<file path="config.mk">
export PLATFORM = sky130hd
export DESIGN_NAME = multicycle_control
export DESIGN_NICKNAME = d
export VERILOG_FILES = /design/src/rtl/mips_ctrl_pkg.sv /design/src/rtl/mips_opcode_decode.sv /design/src/rtl/multicycle_control.sv
export SDC_FILE = /design/constraint.sdc
export NUM_CORES = 1
export LEC_CHECK = 0
export BUFFER_PORTS_ARGS = -buffer_cell sky130_fd_sc_hd__buf_2
export CAP_MARGIN = 20
export CORE_AREA = 3 3 40 42
export CTS_CLUSTER_DIAMETER = 200
export DETAILED_ROUTE_END_ITERATION = 10
export DIE_AREA = 0 0 43 45
export PLACE_DENSITY = 0.84
export SLEW_MARGIN = 20
export SYNTH_ARGS = -nofsm -noshare
export SYNTH_HDL_FRONTEND = slang
export SYNTH_HIERARCHICAL = 1
export SYNTH_SLANG_ARGS = --single-unit
</file>
<file path="constraint.sdc">
create_clock -name clk -period 2.92 [get_ports clk]
set_input_delay 0.146 -clock clk [delete_from_list [all_inputs] [get_ports clk]]
set_output_delay 0.146 -clock clk [all_outputs]
set_load 0.005 [all_outputs]
</file>
<file path="src/rtl/mips_ctrl_pkg.sv">
// ---------------------------------------------------------------------------
// mips_ctrl_pkg : state encoding, opcodes and control codes for the multicycle MIPS controller
// Revision 1.0
// ---------------------------------------------------------------------------
`default_nettype none

package mips_ctrl_pkg;

  typedef enum logic [3:0] {
    S_FETCH    = 4'd0,
    S_DECODE   = 4'd1,
    S_MEMADR   = 4'd2,
    S_MEMREAD  = 4'd3,
    S_MEMWB    = 4'd4,
    S_MEMWRITE = 4'd5,
    S_EXECUTE  = 4'd6,
    S_ALUWB    = 4'd7,
    S_BRANCH   = 4'd8,
    S_IMMEXEC  = 4'd9,
    S_IMMWB    = 4'd10,
    S_JUMP     = 4'd11
  } state_t;

  typedef enum logic [2:0] {
    CLS_MEM     = 3'd0,
    CLS_RTYPE   = 3'd1,
    CLS_BEQ     = 3'd2,
    CLS_IMM     = 3'd3,
    CLS_JMP     = 3'd4,
    CLS_ILLEGAL = 3'd5
  } op_class_t;

  localparam logic [5:0] OP_RTYPE = 6'b000000;
  localparam logic [5:0] OP_J     = 6'b000010;
  localparam logic [5:0] OP_BEQ   = 6'b000100;
  localparam logic [5:0] OP_ADDI  = 6'b001000;
  localparam logic [5:0] OP_ORI   = 6'b001101;
  localparam logic [5:0] OP_LW    = 6'b100011;
  localparam logic [5:0] OP_SW    = 6'b101011;

  localparam logic [1:0] ALU_ADD   = 2'b00;
  localparam logic [1:0] ALU_SUB   = 2'b01;
  localparam logic [1:0] ALU_FUNCT = 2'b10;
  localparam logic [1:0] ALU_OR    = 2'b11;

  localparam logic [1:0] SRCB_REG  = 2'b00;
  localparam logic [1:0] SRCB_FOUR = 2'b01;
  localparam logic [1:0] SRCB_IMM  = 2'b10;
  localparam logic [1:0] SRCB_BOFF = 2'b11;

  localparam logic [1:0] PC_ALU    = 2'b00;
  localparam logic [1:0] PC_TARGET = 2'b01;
  localparam logic [1:0] PC_JUMP   = 2'b10;

  function automatic logic is_store(input logic [5:0] op);
    return (op == OP_SW);
  endfunction

endpackage

`default_nettype wire

</file>
<file path="src/rtl/mips_opcode_decode.sv">
// ---------------------------------------------------------------------------
// mips_opcode_decode : maps the opcode field to a decode class and zero-extend flag
// Revision 1.0
// ---------------------------------------------------------------------------
`default_nettype none

module mips_opcode_decode
  import mips_ctrl_pkg::*;
(
  input  logic [5:0] op,
  output op_class_t  op_class,
  output logic       zero_ext
);

  always_comb begin
    op_class = CLS_ILLEGAL;
    zero_ext = 1'b0;
    case (op)
      OP_LW, OP_SW: op_class = CLS_MEM;
      OP_RTYPE:     op_class = CLS_RTYPE;
      OP_BEQ:       op_class = CLS_BEQ;
      OP_ADDI:      op_class = CLS_IMM;
      OP_ORI: begin
        op_class = CLS_IMM;
        zero_ext = 1'b1;
      end
      OP_J:         op_class = CLS_JMP;
      default:      op_class = CLS_ILLEGAL;
    endcase
  end

endmodule

`default_nettype wire

</file>
<file path="src/rtl/multicycle_control.sv">
// ---------------------------------------------------------------------------
// multicycle_control : Moore main-control FSM for a multicycle MIPS datapath
// Revision 1.0
// ---------------------------------------------------------------------------
`default_nettype none

module multicycle_control
  import mips_ctrl_pkg::*;
#(
  parameter bit MEM_WAIT_EN = 1'b1
) (
  input  logic       clk,
  input  logic       rst_n,
  input  logic [5:0] op,
  input  logic       mem_ready,
  output logic       pc_write,
  output logic       pc_write_cond,
  output logic       iord,
  output logic       mem_write,
  output logic       ir_write,
  output logic       reg_dst,
  output logic       mem_to_reg,
  output logic       reg_write,
  output logic       alu_src_a,
  output logic       ext_sel,
  output logic [1:0] alu_src_b,
  output logic [1:0] alu_op,
  output logic [1:0] pc_src,
  output logic       illegal_op
);

  state_t    state;
  state_t    state_next;
  op_class_t op_class;
  logic      zero_ext;
  logic      ready;

  logic      pc_write_raw;
  logic      pc_write_cond_raw;
  logic      mem_write_raw;
  logic      ir_write_raw;
  logic      reg_write_raw;
  logic      illegal_op_raw;

  generate
    if (MEM_WAIT_EN) begin : g_mem_wait
      assign ready = mem_ready;
    end else begin : g_no_mem_wait
      assign ready = 1'b1;
    end
  endgenerate

  mips_opcode_decode u_decode (
    .op       (op),
    .op_class (op_class),
    .zero_ext (zero_ext)
  );

  always_ff @(posedge clk or negedge rst_n) begin
    if (!rst_n) begin
      state <= S_FETCH;
    end else begin
      state <= state_next;
    end
  end

  always_comb begin
    state_next        = state;
    pc_write_raw      = 1'b0;
    pc_write_cond_raw = 1'b0;
    mem_write_raw     = 1'b0;
    ir_write_raw      = 1'b0;
    reg_write_raw     = 1'b0;
    illegal_op_raw    = 1'b0;
    iord              = 1'b0;
    reg_dst           = 1'b0;
    mem_to_reg        = 1'b0;
    alu_src_a         = 1'b0;
    ext_sel           = 1'b1;
    alu_src_b         = SRCB_REG;
    alu_op            = ALU_ADD;
    pc_src            = PC_ALU;

    case (state)
      S_FETCH: begin
        alu_src_b    = SRCB_FOUR;
        ir_write_raw = ready;
        pc_write_raw = ready;
        if (ready) begin
          state_next = S_DECODE;
        end
      end

      // ALU precomputes the branch target while the opcode is classified.
      S_DECODE: begin
        alu_src_b = SRCB_BOFF;
        case (op_class)
          CLS_MEM:   state_next = S_MEMADR;
          CLS_RTYPE: state_next = S_EXECUTE;
          CLS_BEQ:   state_next = S_BRANCH;
          CLS_IMM:   state_next = S_IMMEXEC;
          CLS_JMP:   state_next = S_JUMP;
          default: begin
            illegal_op_raw = 1'b1;
            state_next     = S_FETCH;
          end
        endcase
      end

      S_MEMADR: begin
        alu_src_a  = 1'b1;
        alu_src_b  = SRCB_IMM;
        state_next = is_store(op) ? S_MEMWRITE : S_MEMREAD;
      end

      S_MEMREAD: begin
        iord = 1'b1;
        if (ready) begin
          state_next = S_MEMWB;
        end
      end

      S_MEMWRITE: begin
        iord          = 1'b1;
        mem_write_raw = 1'b1;
        if (ready) begin
          state_next = S_FETCH;
        end
      end

      S_MEMWB: begin
        mem_to_reg    = 1'b1;
        reg_write_raw = 1'b1;
        state_next    = S_FETCH;
      end

      S_EXECUTE: begin
        alu_src_a  = 1'b1;
        alu_op     = ALU_FUNCT;
        state_next = S_ALUWB;
      end

      S_ALUWB: begin
        reg_dst       = 1'b1;
        reg_write_raw = 1'b1;
        state_next    = S_FETCH;
      end

      S_BRANCH: begin
        alu_src_a         = 1'b1;
        alu_op            = ALU_SUB;
        pc_src            = PC_TARGET;
        pc_write_cond_raw = 1'b1;
        state_next        = S_FETCH;
      end

      S_IMMEXEC: begin
        alu_src_a  = 1'b1;
        alu_src_b  = SRCB_IMM;
        alu_op     = zero_ext ? ALU_OR : ALU_ADD;
        ext_sel    = ~zero_ext;
        state_next = S_IMMWB;
      end

      S_IMMWB: begin
        reg_write_raw = 1'b1;
        state_next    = S_FETCH;
      end

      S_JUMP: begin
        pc_src       = PC_JUMP;
        pc_write_raw = 1'b1;
        state_next   = S_FETCH;
      end

      default: begin
        state_next = S_FETCH;
      end
    endcase
  end

  // Write enables are gated by reset so an aborted instruction commits nothing.
  assign pc_write      = pc_write_raw      & rst_n;
  assign pc_write_cond = pc_write_cond_raw & rst_n;
  assign mem_write     = mem_write_raw     & rst_n;
  assign ir_write      = ir_write_raw      & rst_n;
  assign reg_write     = reg_write_raw     & rst_n;
  assign illegal_op    = illegal_op_raw    & rst_n;

endmodule

`default_nettype wire

</file>
======== Word-level counts from Yosys, hierarchy flattened ========
Index checks and enable logic that the tools add are counted.
storage, ports and cells
  bits in registers ....................... 4
  input port bits ......................... 9
  output and inout bits ................... 17
cells by class
  equality and inequality tests ........... 24
  mux-type cells .......................... 24
  bitwise operators ....................... 7
  reductions and logical operators ........ 11
operator list
  kind                count
  $pmux 4 s7          1
  $pmux 4 s5          1
  $eq 4x3->1 const B  4
  $eq 4x4->1 const B  4
  $pmux 3 s5          1
  $eq 6x4->1 const B  2
  $eq 6x6->1 const B  2
  $mux 1              12
  $mux 4              3
  $pmux 2 s3          2
  $eq 4x2->1 const B  2
  $reduce_or 2->1     4
  $and 1x1->1         6
  $eq 3x2->1 const B  2
  $eq 6x2->1 const B  1
  $eq 6x3->1 const B  1
  $logic_not 6->1     1
  $ne 2x2->1 const B  3
  $reduce_or 5->1     1
  $eq 4x1->1 const B  1
  $logic_not 4->1     1
  $pmux 2 s2          1
  $reduce_or 4->1     1
  $eq 3x1->1 const B  1
  other kinds (8)     8

======== Depth between registers and ports, before layout ========
Gate-level depths: netlist of run 1.
  depth after elaboration ................. 8
  gate-level depth with buffers ........... 8

======== Hierarchy ========
The synthesis of run 1 kept the hierarchy.
by module, submodules not included
  module              instances  cells each  area each (µm²)  seq. area each (µm²)
  multicycle_control  1          75          513.0            100.1
  mips_opcode_decode  1          18          115.1            0.0

======== Worst setup path before layout of run 1 ========
Ideal clock, no wire load.
  path type ............................... input -> register
  start point ............................. input port op[1]
  end point ............................... register state[0]
  arrival ................................. 1.480 ns
  data required time ...................... 2.838 ns
  path slack .............................. 1.358 ns
  stages on the path ...................... 7
  path buffers ............................ 0
  cell sequence ........................... nor2b_1 -> a32o_1 -> a32oi_1 -> or3b_1 -> a21oi_1 -> o21ai_1 -> a31oi_1
on the way
  word-level cells in the longest chain between the ends .. 6
  elaborated cells between the ends (all ways) .. 17
RTL lines
  element                                   line                      RTL
  start: declaration                        multicycle_control.sv:14  input logic [5:0] op,
  $eq 6x4->1 or $eq 6x6->1 (tied branches)  mips_opcode_decode.sv:18  case (op)
  $reduce_or 2->1 (on tied branches)        --
  $pmux 3 s5 (*)                            mips_opcode_decode.sv:18
  via op_class[2]                           multicycle_control.sv:34  op_class_t op_class;
  $eq 3x3->1 (tied with other cells)        multicycle_control.sv:97  case (op_class)
  $pmux 4 s5 (*)                            multicycle_control.sv:97
  $pmux 4 s7 (*)                            multicycle_control.sv:84  case (state)
  end signal: assignment                    multicycle_control.sv:63  state <= state_next;
  end: declaration                          multicycle_control.sv:32  state_t state;
The timed path passes the listed nets; every way through them passes the cells marked *.
A chain may end at the register's enable or synchronous reset.

======== Final worst setup path of run 1 ========
  start point ............................. register state[3]
  end point ............................... output port reg_write
on the way
  word-level cells in the longest chain between the ends .. 4
  elaborated cells between the ends (all ways) .. 6
RTL lines
  element                                   line                       RTL
  $eq 4x4->1 or $eq 4x3->1 (tied branches)  multicycle_control.sv:84
  $reduce_or 3->1 (no line) (*)             --
  $mux 1 (*)                                multicycle_control.sv:84
  $and 1x1->1 (*)                           multicycle_control.sv:187  assign reg_write = reg_write_raw & rst_n;
  end: declaration                          multicycle_control.sv:23   output logic reg_write,
Mark *: on every way between the ends. The rest lies on a longest branch, timed or not.

==> results of run 1 <==
-- Yosys cell counts, drive strengths merged, types with 3 or more instances --
cell / n / area, µm²
nand2b: 6 / 37.5
nor2: 13 / 51.3
dfrtp: 4 / 100
a21oi: 4 / 20.0
nor3b: 3 / 22.5
o21ai: 5 / 25.0
o21a: 3 / 22.5
nand2: 7 / 26.3
nor2b: 4 / 25.0
nand3: 7 / 35.0
nor3: 6 / 30.0
buf: 4 / 25.0
-- metal layers --
| metal | up-vias | share of wire, % |
|---|---|---|
| li1 | 389 | - |
| met1 | 361 | 45 |
| met2 | 32 | 46 |
| met3 | 5 | 6.9 |
| met4 | 0 | 2.6 |
| met5 | - | 0 |
-- critical path: stages, from the launching register on --
cell and delay [ps]:
dfrtp_1 610, nand2b_1 230, mux2_2 310, nor2_1 90, o21a_1 120, buf_2 100
-- what timing repair did --
item	4_1_cts	5_1_grt
hold buffers	1	0
resized for setup	0	0
hold endpoints to repair	4	0
endpoints found under the setup margin	0	0
-- worst max-delay path by stage --
| stage | to | slack [ps] |
|---|---|---|
| final | reg_write | 1080 |
| after global routing | reg_write | 960 |
| after CTS | reg_write | 1090 |
| after detailed placement | state[0] | 1070 |
| after global placement | state[0] | 1160 |
| after floorplan | state[0] | 1360 |
-- final cells by class --
| type | instances | area share, % |
|---|---|---|
| Timing Repair Buffer | 26 | 17.5 |
| Clock buffer | 3 | 2.92 |
| Sequential cell | 4 | 13.0 |
| Inverter | 2 | 0.972 |
| Tap cell | 15 | 2.43 |
| Multi-Input combinational cell | 81 | 63.2 |
-- placed cells by master, fill, tap and decap left out, types with 4 or more instances in the layout --
cell type / instances
a21oi_1: 4
buf_2: 25
dfrtp_1: 4
nand2_1: 7
nand2b_1: 6
nand3_1: 7
nor2_1: 12
nor2b_1: 4
nor3_1: 6
o21ai_0: 4
-- power by group --
group	switching [mW]	leakage [nW]	internal (mW)	total [mW]
Clock	0.0257	0.0138	0.0461	0.0718
Combinational	0.140	0.268	0.130	0.270
Sequential	0.0654	0.0529	0.0725	0.138
-- logic make-up after synthesis --
logic type      count (synthesis)
compound gates                 25
simple gates                   52
xor+xnor                        2
buf+inv                         8
flops                           4
mux                             2
-- metrics by stage --
step / instances / hold WS, ps
floorplan: 93 / -150
global placement: 127 / -20.3
detailed placement: 127 / -18.7
CTS: 131 / 262
global route: 131 / 286
finish: 131 / 268
==> results by group, run 1 <==
Outcome
  – Outcome: finished clean

Synthesis
  – Simple-gate area share of the yosys netlist: 43.6%
  – Largest family of logic cells by synthesized area: simple AND/OR/NAND/NOR gates
  – Yosys cell types: 37
  – Mean Syn Cell Area: 6.75 µm²
  – Sequential element share of the synthesized area: 15.9%
  – Synthesis Warnings: 6
  – Asr flop ratio synth: 100%
  – Ys flop type: dfrtp_1
  – Post-synthesis mux area share: 3.39%
  – Adder and majority gate portion of the synthesized area: 0%
  – Compound-gate portion of the synthesized area: 27.9%
  – Yosys reg bits: 4
  – Syn Nets: 102
  – Post-Synth XOR/XNOR Area: 2.79%
  – Synth Instances: 93
  – Mapped Area: 628 µm²
  – Post-synth EDFFs: 0

Place
  – I/O Buffers: 25
  – Pre-CTS setup slack: 1070 ps
  – Placer congestion estimate: 0.893
  – Post-DP HPWL: 1270 µm
  – Dpl cell area: 739 µm²

Global route
  – GRT busiest layer: met2
  – Met3 Resource Use GR: 1.20%
  – M2 GR Usage: 32.3%
  – First-pass GRT wire length: 2730 µm
  – Initial antenna violation count: 0
  – GR Util All Layers: 18.3%
  – M1 GR Usage: 21.8%
  – Vias in the first global route: 669
  – Remaining global-route overflow: 0
  – Largest net degree at the start of global routing: 19

Critical path
  – R2R Path End: state[2]
  – Worst EP required: 2770 ps
  – Reg2Reg Setup Slack: 1420 ps
  – Worst Setup SP: state[3]
  – Worst Setup End Kind: primary output
  – Worst r2r src: state[1]
  – Critical path class: flop to primary output
  – Worst endpoint data arrival time: 1700 ps
  – Setup crit start kind: flop
  – Critical Path Fanout Max: 15
  – Register-to-Register Path Depth: 4

Layout
  – Number of flip-flops in the largest register: 4
  – Final net count: 127
  – Share of cells above drive strength 1: 27.6%
  – Largest Register: state
  – Area grow syn2layout: 22.9%
  – Filler cell count in the final layout: 124
  – Register area: 100 µm²
  – Largest regs: state: 4 flops
  – Multi-input gate area: 488 µm²
  – Design area: 772 µm²
  – Antenna cells: 0
  – Final core area utilization: 60.1%

Power and ir drop
  – Leak: 0.334 nW
  – Pwr/cell area: 621 nW/µm²
  – Peak VDD IR: 363 µV
  – Final Power: 0.480 mW

STA
  – Minimum clock period: 1840 ps
  – Slew @ Worst Pin: 527 ps
  – Final hold vios: 0
  – Final worst setup slack: 1080 ps
  – Final TNS setup: 0 ps
  – RSZ-0062 raised after global routing: false
  – Fin Clk Skew: 12.7 ps
  – Slew HR: 64.9%
  – Fmax: 543 MHz
  – # setup viols final: 0
  – Final period util: 63.1%
  – Final slew viol count: 0

Clocking
  – CTS tree: built
  – Maximum clock path buffer count: 2
  – Total CTS buffers: 3
  – Clk_lat worst skew: 250 ps
  – CTS root buffer: clkbuf_4
  – Post-CTS Setup Repair Bufs: 0
  – H-tree depth: 1
  – CTS sink cnt: 4
  – Worst-path clk slew: 40 ps

Drt
  – Via/cell ratio: 6.01
  – Initial DRT Pass Iterations: 4
  – Vias: 787
  – DR WL/cell: 12.9 µm
  – Antenna Nets Post-Route: 0
  – Final WL: 1700 µm
  – Remaining DRCs: 0
  – Iteration-0 DRC Markers: 23

Floorplan
  – Die width: 43 µm
  – Die area: 1940 µm²
  – Initial core utilization: 48.9%
  – # IOs: 26
  – Placement Rows: 13
  – Core area: 1280 µm²
  – Die Ht: 45 µm

Min path
  – HP Class: input port to asynchronous set/reset pin

Run
  – Max cap viols: 0
No activity file was read; power rests on OpenSTA's default activity.
==> run 2, diff against run 1 <==
CORE_AREA = not set   (was 3 3 40 42)
CORE_MARGIN = 3   (was not set)
CORE_UTILIZATION = 42   (was not set)
DIE_AREA = not set   (was 0 0 43 45)
PLACE_DENSITY = 0.79   (was 0.84)
clock period = 1.6 ns   (was 2.92 ns; I/O delays follow)
==> run 2 against run 1 <==
  * Wire length rose by 10%
  * Sequential share of layout area fell by 1.1 points
  * Cell area rose by 13%
  * Clock power rose by 75%
  * Flip-flop and latch count did not move
  * Combinational power rose by 130%
  * Die area rose by 3.1%
  * Non-clock buffer count rose by 11
  * Global-route usage rose by 1.9 points
  * Via count rose by 5.0%
  * First-iteration DRC count rose by 48%
  * Critical path type is now input port to primary output
  * Highest routed layer unchanged
==> results by group, run 2 (synthesized netlist as in run 1, its figures left out) <==
Layout
  – Area grow syn2layout: 39.2%
  – Antenna cells: 0 (unchanged)
  – Final core area utilization: 64.8% (+4.7 points)
  – Final net count: 138 (+8.7%)
  – Largest Register: state
  – Commonest non-fill, non-tap cells in the layout: 25 x buf_2, 11 x nor2_1, 11 x buf_4, 7 x nand3_1, 7 x nand2_1
  – Share of cells above drive strength 1: 38.6% (+11 points)
  – Number of flip-flops in the largest register: 4 (unchanged)
  – Largest regs: state: 4 flops
  – Filler cell count in the final layout: 122 (-1.6%)
  – Most common cell after layout, fill and taps aside: buf_2

Power and ir drop
  – Leak: 0.389 nW (+16%)
  – Peak VDD IR: 449 µV (+24%)
  – Final Power: 0.971 mW (+100%)
  – Pwr/cell area: 1110 nW/µm² (+79%)

Clocking
  – H-tree depth: 1 (unchanged)
  – CTS root buffer: clkbuf_4
  – CTS tree: built
  – Clk_lat worst skew: 240 ps (about the same)
  – CTS sink cnt: 4 (unchanged)
  – Total CTS buffers: 3 (unchanged)
  – Maximum clock path buffer count: 2 (unchanged)
  – Worst-path clk slew: 40 ps (about the same)

Critical path
  – Critical path class: input port to primary output
  – Worst endpoint data arrival time: 1420 ps (-280 ps)
  – Worst Setup End Kind: primary output
  – Setup crit start kind: input port
  – Worst EP required: 1520 ps (-1250 ps)
  – Critical Path Fanout Max: 7 (-8)

Drt
  – Remaining DRCs: 0 (unchanged)
  – DR WL/cell: 13.2 µm (+1.9%)
  – Antenna Nets Post-Route: 0 (unchanged)
  – Via/cell ratio: 5.82 (-3.2%)
  – Initial DRT Pass Iterations: 4 (unchanged)
  – Final WL: 1870 µm (+10%)
  – Iteration-0 DRC Markers: 34 (+48%)
  – Vias: 826 (+5.0%)

STA
  – Slew @ Worst Pin: 443 ps (-83.4 ps)
  – # setup viols final: 0 (unchanged)
  – Final period util: 93.9%
  – Final slew viol count: 0 (unchanged)
  – Slew HR: 70.5% (+5.6 points)
  – Final TNS setup: 0 ps (unchanged)
  – Final hold vios: 0 (unchanged)
  – Fin Clk Skew: 0.760 ps (-12.0 ps)
  – Minimum clock period: 1500 ps
  – Fmax: 666 MHz
  – Final worst setup slack: 98.3 ps (-980 ps)

Outcome
  – Outcome: finished clean

Floorplan
  – Placement Rows: 13 (unchanged)
  – Die area: 2000 µm² (+3.1%)
  – Initial core utilization: 46.5% (-2.4 points)
  – Die Ht: 44.7 µm (-0.73%)
  – Die width: 44.7 µm (+3.9%)
  – # IOs: 26 (unchanged)
  – Core area: 1350 µm² (+5.1%)

Place
  – Post-DP HPWL: 1320 µm (+4.2%)
  – Placer congestion estimate: 0.867 (-2.9%)
  – Pre-CTS setup slack: -17.0 ps (-1090 ps)
  – I/O Buffers: 25 (unchanged)

Global route
  – Largest net degree at the start of global routing: 16 (-3)
  – Vias in the first global route: 701 (+4.8%)
  – Initial antenna violation count: 0 (unchanged)
  – First-pass GRT wire length: 2970 µm (+8.8%)
  – Remaining global-route overflow: 0 (unchanged)
  – GR Util All Layers: 20.2% (+1.9 points)

Min path
  – HP Class: input port to asynchronous set/reset pin

Run
  – Max cap viols: 0 (unchanged)
[run 2: cell count changes in the layout (fill, tap and decap cells not counted), sizes merged]
cell	delta
buf	+11
[run 2: layout make-up]
class | instances | area, µm² | area share, %
repair buffers | 37 | 218 | 24.9
multi-input cells | 81 | 504 | 57.7
clock buffers | 3 | 22.5 | 2.58
well taps | 15 | 18.8 | 2.15
inverters | 2 | 7.51 | 0.858
flip-flops and latches | 4 | 104 | 11.9
[run 2: per-stage QoR]
stage / area, µm² / hold WS [ps] / std cells
2_1_floorplan: 628 / -216 / 93
3_3_place_gp: 792 / -89.3 / 134
3_5_place_dp: 792 / -86.2 / 134
4_1_cts: 827 / 199 / 138
5_1_grt: 875 / 194 / 142
6_report: 875 / 205 / 142
[run 2: report_power, final]
part	internal, mW	switching (mW)	leakage (nW)
combinational	0.312	0.299	0.326
sequential	0.139	0.0947	0.0487
clock	0.0839	0.0417	0.0138
[run 2: critical path, stage by stage]
cell	delay [ps]
buf_2	140
nor3_1	60
a21o_2	180
a32oi_1	410
o21ai_1	170
nor4_2	230
buf_2	150
[run 2: what timing repair did]
item                                    4_1_cts  5_1_grt
pin swaps                                     0        2
gates resized for setup                       2        5
endpoints found under the setup margin        1        3
setup buffers                                 0        4
hold endpoints to repair                      4        0
hold buffers                                  1        0
[run 2: final timing paths]
check / startpoint / endpoint / slack (ps) / cells after the start
max: op[3] / illegal_op / 100 / 7
min: rst_n / state[3] / 210 / 2
max reg2reg: state[1] / state[2] / 320 / 4
min reg2reg: state[2] / state[3] / 640 / 2
max in group asynchronous: rst_n / state[0] / 1230 / 2
min in group clk: mem_ready / state[0] / 290 / 4
[run 2: per-layer routing]
layer	global-route usage, %	share of wire (%)	vias to the layer above
li1	-	-	412
met2	34.4	49	33
met4	7.23	1.7	0
met1	23.5	43	375
met3	6.50	6.2	6
met5	0	0	-
